`src/rtl/l1_l2_request_arbiter_pkg.sv`:
```
// Shared L1->L2 request types: packet layout, requester unit encodings and arbiter FSM states.
// Every block on the L1/L2 request path imports this package.
package l1_l2_request_arbiter_pkg;

  localparam int CORE_W = 2;
  localparam int ADDR_W = 32;
  localparam int DATA_W = 32;

  localparam int REQ_ICACHE = 0;
  localparam int REQ_DCACHE = 1;
  localparam int REQ_STB    = 2;

  typedef enum logic [1:0] {
    UNIT_ICACHE = 2'd0,
    UNIT_DCACHE = 2'd1,
    UNIT_STB    = 2'd2,
    UNIT_RSVD   = 2'd3
  } unit_id_t;

  typedef struct packed {
    logic              valid;
    logic [CORE_W-1:0] core;
    unit_id_t          unit_id;
    logic              wr;
    logic [ADDR_W-1:0] addr;
    logic [DATA_W-1:0] data;
  } l2req_packet_t;

  typedef enum logic {
    IDLE    = 1'b0,
    PRESENT = 1'b1
  } arb_state_t;

  // Marks a packet as owned by this core and live on the L2 request bus.
  function automatic l2req_packet_t stamp_packet(l2req_packet_t p, logic [CORE_W-1:0] core);
    l2req_packet_t r;
    r       = p;
    r.valid = 1'b1;
    r.core  = core;
    return r;
  endfunction

endpackage

```
`src/rtl/l1_l2_request_arbiter_if.sv`:
```
// Requester-side and L2-side signals of the L1->L2 request arbiter.
// master is the arbiter's view; slave is the view of the surrounding requesters and L2.
interface l1_l2_request_arbiter_if
  import l1_l2_request_arbiter_pkg::*;
#(
  parameter int NUM_REQ = 3
);

  logic          [NUM_REQ-1:0] req_i;
  l2req_packet_t [NUM_REQ-1:0] req_packet_i;
  logic          [NUM_REQ-1:0] grant_o;
  logic                        l2req_ready;
  l2req_packet_t               l2req_packet;
  logic                        pc_event_l2_stall;

  modport master (
    input  req_i,
    input  req_packet_i,
    input  l2req_ready,
    output grant_o,
    output l2req_packet,
    output pc_event_l2_stall
  );

  modport slave (
    output req_i,
    output req_packet_i,
    output l2req_ready,
    input  grant_o,
    input  l2req_packet,
    input  pc_event_l2_stall
  );

endinterface

```
`src/rtl/l1_l2_request_arbiter_rr.sv`:
```
// Generic round-robin picker: first set request at or above pointer, wrapping modulo N.
// Purely combinational; the caller owns the pointer and decides when a grant is taken.
module rr_arbiter #(
  parameter  int N  = 3,
  localparam int PW = (N > 1) ? $clog2(N) : 1
) (
  input  logic [N-1:0]  request,
  input  logic [PW-1:0] pointer,
  output logic [N-1:0]  grant
);

  int            pos;
  logic [PW-1:0] idx;
  logic          found;

  always_comb begin
    grant = '0;
    found = 1'b0;
    pos   = 0;
    idx   = '0;
    for (int k = 0; k < N; k++) begin
      pos = (int'(pointer) + k) % N;
      idx = PW'(pos);
      if (!found && request[idx]) begin
        grant[idx] = 1'b1;
        found      = 1'b1;
      end
    end
  end

endmodule

```
`src/rtl/l1_l2_request_arbiter.sv`:
```
// Round-robin arbiter from the L1 miss queues / store buffer into one registered L2 request slot.
// Latency 1 cycle grant->valid; slot holds bit-stable and withholds grants while l2req_ready is low.
module l1_l2_request_arbiter
  import l1_l2_request_arbiter_pkg::*;
#(
  parameter int CORE_ID = 0,
  parameter int NUM_REQ = 3
) (
  input  logic                    clk,
  input  logic                    reset_n,
  l1_l2_request_arbiter_if.master bus
);

  localparam int PW = (NUM_REQ > 1) ? $clog2(NUM_REQ) : 1;

  arb_state_t          state;
  arb_state_t          state_nxt;
  logic [PW-1:0]       rr_ptr;
  logic [PW-1:0]       rr_ptr_nxt;
  l2req_packet_t       pkt_q;
  l2req_packet_t       pkt_nxt;
  logic [NUM_REQ-1:0]  arb_grant;
  logic [NUM_REQ-1:0]  grant;
  logic                load_ok;
  l2req_packet_t       sel_pkt;
  logic [PW-1:0]       grant_idx;

  rr_arbiter #(.N(NUM_REQ)) u_rr (
    .request (bus.req_i),
    .pointer (rr_ptr),
    .grant   (arb_grant)
  );

  // The slot can take a new packet when empty, or when its current one leaves this cycle.
  assign load_ok = (state == IDLE) || ((state == PRESENT) && bus.l2req_ready);
  assign grant   = (load_ok && reset_n) ? arb_grant : '0;

  always_comb begin
    sel_pkt   = '0;
    grant_idx = '0;
    for (int i = 0; i < NUM_REQ; i++) begin
      if (grant[i]) begin
        sel_pkt   = bus.req_packet_i[i];
        grant_idx = PW'(i);
      end
    end
  end

  always_comb begin
    state_nxt  = state;
    pkt_nxt    = pkt_q;
    rr_ptr_nxt = rr_ptr;
    if (load_ok) begin
      if (|grant) begin
        state_nxt  = PRESENT;
        pkt_nxt    = stamp_packet(sel_pkt, CORE_W'(CORE_ID));
        rr_ptr_nxt = (grant_idx == PW'(NUM_REQ - 1)) ? '0 : grant_idx + PW'(1);
      end else begin
        state_nxt  = IDLE;
        pkt_nxt    = '0;
      end
    end
  end

  always_ff @(posedge clk or negedge reset_n) begin
    if (!reset_n) begin
      state <= IDLE;
    end else begin
      state <= state_nxt;
    end
  end

  always_ff @(posedge clk or negedge reset_n) begin
    if (!reset_n) begin
      pkt_q  <= '0;
      rr_ptr <= '0;
    end else begin
      pkt_q  <= pkt_nxt;
      rr_ptr <= rr_ptr_nxt;
    end
  end

  assign bus.grant_o           = grant;
  assign bus.l2req_packet      = pkt_q;
  assign bus.pc_event_l2_stall = (state == PRESENT) && !bus.l2req_ready;

  a_grant_onehot0 : assert property (@(posedge clk) disable iff (!reset_n)
    $onehot0(bus.grant_o));

  a_grant_has_req : assert property (@(posedge clk) disable iff (!reset_n)
    ((bus.grant_o & ~bus.req_i) == '0));

endmodule

```
`src/flat_wrapper.sv`:
```
// flat-port wrapper written by rule: the top's interface ports become plain ports
module l1_l2_request_arbiter_flat import l1_l2_request_arbiter_pkg::*;
#(
  parameter int CORE_ID = 0,
  parameter int NUM_REQ = 3
)
  (clk, reset_n, bus_req_i, bus_req_packet_i, bus_l2req_ready, bus_grant_o, bus_l2req_packet, bus_pc_event_l2_stall);
  l1_l2_request_arbiter_if #(.NUM_REQ(NUM_REQ)) bus_i ();
  input  logic clk;
  input  logic reset_n;
  input wire logic [$bits(bus_i.req_i)-1:0] bus_req_i;
  input wire logic [$bits(bus_i.req_packet_i)-1:0] bus_req_packet_i;
  input wire logic [$bits(bus_i.l2req_ready)-1:0] bus_l2req_ready;
  output wire logic [$bits(bus_i.grant_o)-1:0] bus_grant_o;
  output wire logic [$bits(bus_i.l2req_packet)-1:0] bus_l2req_packet;
  output wire logic [$bits(bus_i.pc_event_l2_stall)-1:0] bus_pc_event_l2_stall;
  assign bus_i.req_i = bus_req_i;
  assign bus_i.req_packet_i = bus_req_packet_i;
  assign bus_i.l2req_ready = bus_l2req_ready;
  assign bus_grant_o = bus_i.grant_o;
  assign bus_l2req_packet = bus_i.l2req_packet;
  assign bus_pc_event_l2_stall = bus_i.pc_event_l2_stall;
  l1_l2_request_arbiter #(.CORE_ID(CORE_ID), .NUM_REQ(NUM_REQ)) u_core (.clk(clk), .reset_n(reset_n), .bus(bus_i));
endmodule
```
`config.mk`:
```
export PLATFORM = sky130hd
export DESIGN_NAME = l1_l2_request_arbiter_flat
export DESIGN_NICKNAME = d
export VERILOG_FILES = /design/src/rtl/l1_l2_request_arbiter_pkg.sv /design/src/rtl/l1_l2_request_arbiter_if.sv /design/src/rtl/l1_l2_request_arbiter_rr.sv /design/src/rtl/l1_l2_request_arbiter.sv /design/src/flat_wrapper.sv
export SDC_FILE = /design/constraint.sdc
export NUM_CORES = 1
export LEC_CHECK = 0
export ABC_AREA = 1
export ABC_CLOCK_PERIOD_IN_PS = 7900
export BUFFER_PORTS_ARGS = -buffer_cell sky130_fd_sc_hd__buf_2
export CAP_MARGIN = 30
export CELL_PAD_IN_SITES_DETAIL_PLACEMENT = 0
export CELL_PAD_IN_SITES_GLOBAL_PLACEMENT = 2
export CORE_ASPECT_RATIO = 0.9
export CORE_MARGIN = 2
export CORE_UTILIZATION = 22
export DETAILED_ROUTE_END_ITERATION = 7
export PLACE_DENSITY = 0.95
export REMOVE_ABC_BUFFERS = 1
export SETUP_SLACK_MARGIN = 0.2
export SYNTH_ARGS = -nofsm -noshare
export SYNTH_HDL_FRONTEND = slang
export SYNTH_HIERARCHICAL = 1
export SYNTH_SLANG_ARGS = --single-unit
```
`constraint.sdc`:
```
create_clock -name clk -period 7.9 [get_ports clk]
set_input_delay 2.37 -clock clk [delete_from_list [all_inputs] [get_ports clk]]
set_output_delay 2.37 -clock clk [all_outputs]
set_load 0.1 [all_outputs]
```
**Word-level counts from Yosys, hierarchy flattened**

Cells that the tools add are included.

- Add/sub/neg operators: 3
- Multipliers: 0
- Divide/modulo/power cells: 3
- Order comparisons: 6
- Eq/ne operators: 1
- Shift-type cells: 0
- Multiplexer cells: 26
- Bitwise logic cells: 3
- Reductions and logical operators: 14

Operators by type and width:

| cell | count |
|---|---|
| two-way mux 67 bit | 3 |
| two-way mux 70 bit | 1 |
| remainder unit 32 x 3 -> 32 bit, second input constant | 2 |
| remainder unit 3 x 3 -> 32 bit, second input constant | 1 |
| two-way mux 3 bit | 4 |
| two-way mux 1 bit | 10 |
| < comparator 2 x 3 -> 1 bit, second input constant | 3 |
| logical AND 1 bit | 8 |
| binary-select mux 1 bit (select 2 bit) | 3 |
| demux 1 bit (select 2 bit) | 3 |
| >= comparator 2 x 1 -> 1 bit, second input constant | 3 |
| OR 3 bit | 2 |
| two-way mux 2 bit | 2 |
| adder 2 x 1 -> 3 bit, second input constant | 1 |
| adder 2 x 2 -> 3 bit, second input constant | 1 |
| zero test 1 bit | 3 |
| OR reduction 3 bit | 1 |
| adder 2 x 1 -> 2 bit, second input constant | 1 |
| == test 2 bit, second input constant | 1 |
| AND reduction 2 bit | 1 |
| logical OR 1 bit | 1 |
| NOT 1 bit | 1 |

- Bits in registers: 73
- Latch bits: 0
- Bits in writable memories: 0
- ROM bits: 0
- Bits of input ports: 216
- Output and inout port bits: 74
- Word-level logic and storage cells: 64
- Memories kept: 0

**Longest topological paths before layout**

- Word-level depth: 15
- Depth in mapped cells: 16
- Gate-level depth less buffers: 14

**Cells and area by module**

The synthesis kept the hierarchy.

Modules (own cells, without submodules):

| module | times used | cells an instance | area an instance (um^2) | seq. area each (um^2) |
|---|---|---|---|---|
| l1_l2_request_arbiter | 1 | 799 | 4667.0 | 1751.7 |
| rr_arbiter | 1 | 42 | 232.7 | 0.0 |

**Least setup slack after synthesis**

OpenSTA, ideal clock, no wires.

- Path kind: in2out
- From: in bus_req_i[1]
- To: out bus_grant_o[0]
- Data arrival time: 3794 ps
- Required time: 5530 ps
- Setup slack: 1736 ps
- Stages: 9
- Buffers on the path: 1
- Cell sequence: nand2_1 nand2_2 a21oi_4 inv_2 nand2_1 nand3_1 nand3_2 buf_2 clkinv_1

- Word-level cells in the longest chain between the ends: 10
- Elaborated cells between the ends (all ways): 18
- Classes of those cells: mux (12); bitwise (2); reduce/logical (4)

Ends and longest elaborated chain:

| item | RTL line | text |
|---|---|---|
| start: declaration | flat_wrapper.sv:11 | `input wire logic [$bits(bus_i.req_i)-1:0] bus_req_i;` |
| binary-select mux 1 bit (select 2 bit) | l1_l2_request_arbiter_rr.sv:24 | `if (!found && request[idx]) begin` |
| two-way mux 1 bit (implied by the code) | l1_l2_request_arbiter_rr.sv:24 |  |
| two-way mux 1 bit | l1_l2_request_arbiter_rr.sv:24 |  |
| zero test 1 bit | l1_l2_request_arbiter_rr.sv:24 |  |
| logical AND 1 bit | l1_l2_request_arbiter_rr.sv:24 |  |
| two-way mux 1 bit | l1_l2_request_arbiter_rr.sv:24 |  |
| zero test 1 bit | l1_l2_request_arbiter_rr.sv:24 |  |
| logical AND 1 bit | l1_l2_request_arbiter_rr.sv:24 |  |
| two-way mux 3 bit * | l1_l2_request_arbiter_rr.sv:24 |  |
| net u_core.arb_grant[0] | l1_l2_request_arbiter.sv:22 | `logic [NUM_REQ-1:0] arb_grant;` |
| two-way mux 3 bit * | l1_l2_request_arbiter.sv:36 | `assign grant = (load_ok && reset_n) ? arb_grant : '0;` |
| end: declaration | flat_wrapper.sv:14 | `output wire logic [$bits(bus_i.grant_o)-1:0] bus_grant_o;` |

Mark *: on every way through the listed nets, which the timed path passes. The rest lies on a longest branch. The select of a mux whose other input is x is not followed.

**Worst setup path after layout**

- From: in bus_req_i[1]
- To: out bus_grant_o[2]

The elaborated chain is that of the path after synthesis.

==> flow_summary_export.csv <==
group,metric,value,unit
global_route,grt_usage,0.145,
critical_path,critPathTopFamily,"simple AND/OR/NAND/NOR gates",
die,die_h,146,µm
critical_path,path_buf_inv,3,
global_route,grt_pass1_wl,27300,µm
timing,tns,0,ps
routing,vias,5452,
routing,routedWlPerCell,12.3,µm
final_layout,area_growth,39.7,%
power,vdd_drop_max,0.225,mV
yosys,synthesis.area,4900,µm²
critical_path,required,5530,ps
job,maxCapViolations,0,
clocking,clk_latency,340,ps
final_layout,final_nets,1320,
place,routabilityCongestion,0.805,
final_layout,fillers,2527,
worst_hold_path,hold_class,"reg2reg",
yosys,ys_seq_area_frac,0.358,
power,clockPowerShare,0.160,
clocking,cts_resized,0,
die,die_area,23500,µm²
clocking,clockBufferDepth,2,
place,post-place-ws,1650,ps
power,power.density,388,nW/µm²
critical_path,path_cells,"buf_2 > nand2_1 > nand2_2 > a21oi_4 > nand3b_1 > nand3b_1 > nand3_2 > inv_2 > buf_2",
global_route,grt_pass1_vias,5199,
die,initial_core_util,0.225,
final_layout,final_cell_mix,"buf_2, nor2_1, inv_1",
yosys,syn_avg_cell_area,5.83,µm²
routing,firstDrtPassIters,4,
die,io_pins,290,
routing,drc,0,
timing,max_freq,160,MHz
place,dp_hpwl,12100,µm
die,design.core.area,21800,µm²
place,portBuffers,278,
final_layout,layout-drive-gt1-share,0.288,
yosys,synth_seq_cells,70,
timing,rsz0062_at_grt,"no",
clocking,holdBufCountCts,0,
timing,fin_ws,1650,ps
critical_path,arrival,3880,ps
global_route,overflow,0,
clocking,post_cts_buffers,0,
critical_path,cp_slowest_cell,"buf_2",
critical_path,max_stage_delay,420,ps
routing,postRouteAntennaNets,0,
routing,drtIter0Drc,233,
yosys,synth_cell_types,22,
yosys,synth_cells,841,
status,status,"complete, no violations",
clocking,cts_root_buffer,"clkbuf_16",
power,switchingPower,1590,µW
die,std_cell_rows,51,
timing,setup_violations,0,
final_layout,diodes,0,
timing,fin_crit_sh,0.791,
yosys,yosysWarnings,6,
critical_path,critPathLaunchType,"input port",
routing,totalWireLength,17200,µm
power,p_sw_frac,0.600,
place,placedCellCount,1380,
power,pwr-share-comb,0.641,
critical_path,worstSetupEndpointType,"output port",
final_layout,finalNonFillerCells,1396,
power,pwr-share-seq,0.199,
power,total_power,2660,µW
power,cell_internal_pwr,1060,µW
critical_path,critPathKind,"in2out",
timing,slew-limit-headroom,0.415,
clocking,clkTransAtPathRegs,60,ps
final_layout,final_common_cell,"buf_2",
clocking,cts_made_buffers,9,
critical_path,critPathMaxFanout,7,
global_route,antenna_found_initial,1,
timing,min_period,6250,ps
global_route,grt_start_max_net_pins,71,
timing,skew,15.7,ps
power,leakage,0.00454,µW
timing,drv_slew,0,
die,chipWidth,161,µm
clocking,cts_max_level,3,
clocking,clock-sinks,70,
timing,worst_slew_pin_slew,877,ps
routing,vias_per_cell,3.91,
clocking,cts_tree,"built",
timing,hold_viol,0,
==> final cells by class <==
type                       count  area, µm²  share of cell area
clock inverter                 5       57.6             0.00841
multi-input combinational    515       2150               0.314
timing repair buffer         285       1450               0.211
sequential                    70       1750               0.256
inverter                     219        822               0.120
tap                          291        364              0.0532
clock buffer                  11        253              0.0369
==> logic make-up after synthesis <==
group | Yosys count | share of synthesized area
AO/OA/AOI/OAI | 3 | 0.00613
AND/OR/NAND/NOR | 506 | 0.417
buffers and inverters | 257 | 0.208
other | 1 | 0.000765
adder cells (fa/ha/maj) | 4 | 0.0102
flip-flops | 70 | 0.358
==> state kept, by name, summed over array words and instances, names as in the netlist <==
name and cells:
u_core/rr_ptr 2, u_core/state 1, u_core/bus.l2req_packet 67
==> metrics by stage <==
stage / util / hold slack (ps) / area, µm²
after floorplan: - / 520 / 4710
after CTS: 0.314 / 496 / 6840
after global routing: 0.314 / 514 / 6840
after detailed placement: 0.300 / 479 / 6530
final: 0.314 / 490 / 6840
after global placement: 0.300 / 472 / 6530
==> worst reg2reg max path: stages, from the launching register on <==
cell and delay [ps]:
dfrtp_1 390, inv_1 80, ha_1 370, inv_1 90, nand2_1 60, nand3_1 60, nand2_1 120, inv_1 90
nand3_1 80, nand3b_1 190, nand3_2 220, buf_4 390, buf_4 490, nor2_1 100, nor2_1 200, nand3_1 100
==> cell usage after synthesis <==
library cell / count / area share
conb_1: 1 / 0.00077
buf_2: 17 / 0.017
nor2_4: 1 / 0.0023
nor2_1: 270 / 0.21
nand3_2: 2 / 0.0041
clkbuf_1: 14 / 0.011
nand2_1: 148 / 0.11
ha_1: 4 / 0.010
clkinv_1: 1 / 0.00077
o21ai_1: 1 / 0.0010
o21ai_2: 1 / 0.0018
nand4_1: 2 / 0.0026
a21oi_4: 1 / 0.0033
dfrtp_1: 70 / 0.36
buf_4: 5 / 0.0077
inv_2: 8 / 0.0061
nand4_2: 1 / 0.0026
nand3b_1: 2 / 0.0031
nand3_1: 77 / 0.079
nand2_2: 3 / 0.0038
inv_1: 210 / 0.16
buf_6: 2 / 0.0046
==> routing by layer <==
layer / GRT usage / wire length [µm]
met1: 0.180 / 7650
met2: 0.248 / 7960
met3: 0.0436 / 1340
met4: 0.0353 / 215
met5: 0 / 13
==> power groups by stage <==
| stage | clock [µW] | combinational, µW | sequential [µW] |
|---|---|---|---|
| final | 424 | 1700 | 528 |
| after global routing | 461 | 1830 | 542 |
| after CTS | 448 | 1730 | 529 |
| after detailed placement | 0 | 1730 | 533 |
| after global placement | 0 | 1720 | 531 |
| after floorplan | 0 | 614 | 1220 |
==> path summary, 6_finish.rpt <==
kind	cells past startpoint	start	endpoint	slack [ps]
worst min-delay path	2	u_core/bus.l2req_packet[12]	u_core/bus.l2req_packet[12]	490
worst max register to register	15	u_core/rr_ptr[0]	u_core/bus.l2req_packet[57]	4750
worst max-delay path	9	bus_req_i[1]	bus_grant_o[2]	1650
worst min register to register	2	u_core/bus.l2req_packet[12]	u_core/bus.l2req_packet[12]	490
min in group asynchronous	1	reset_n	u_core/bus.l2req_packet[21]	2010
max in group asynchronous	2	reset_n	u_core/bus.l2req_packet[23]	4890
Power figures use the tool's default switching activity.
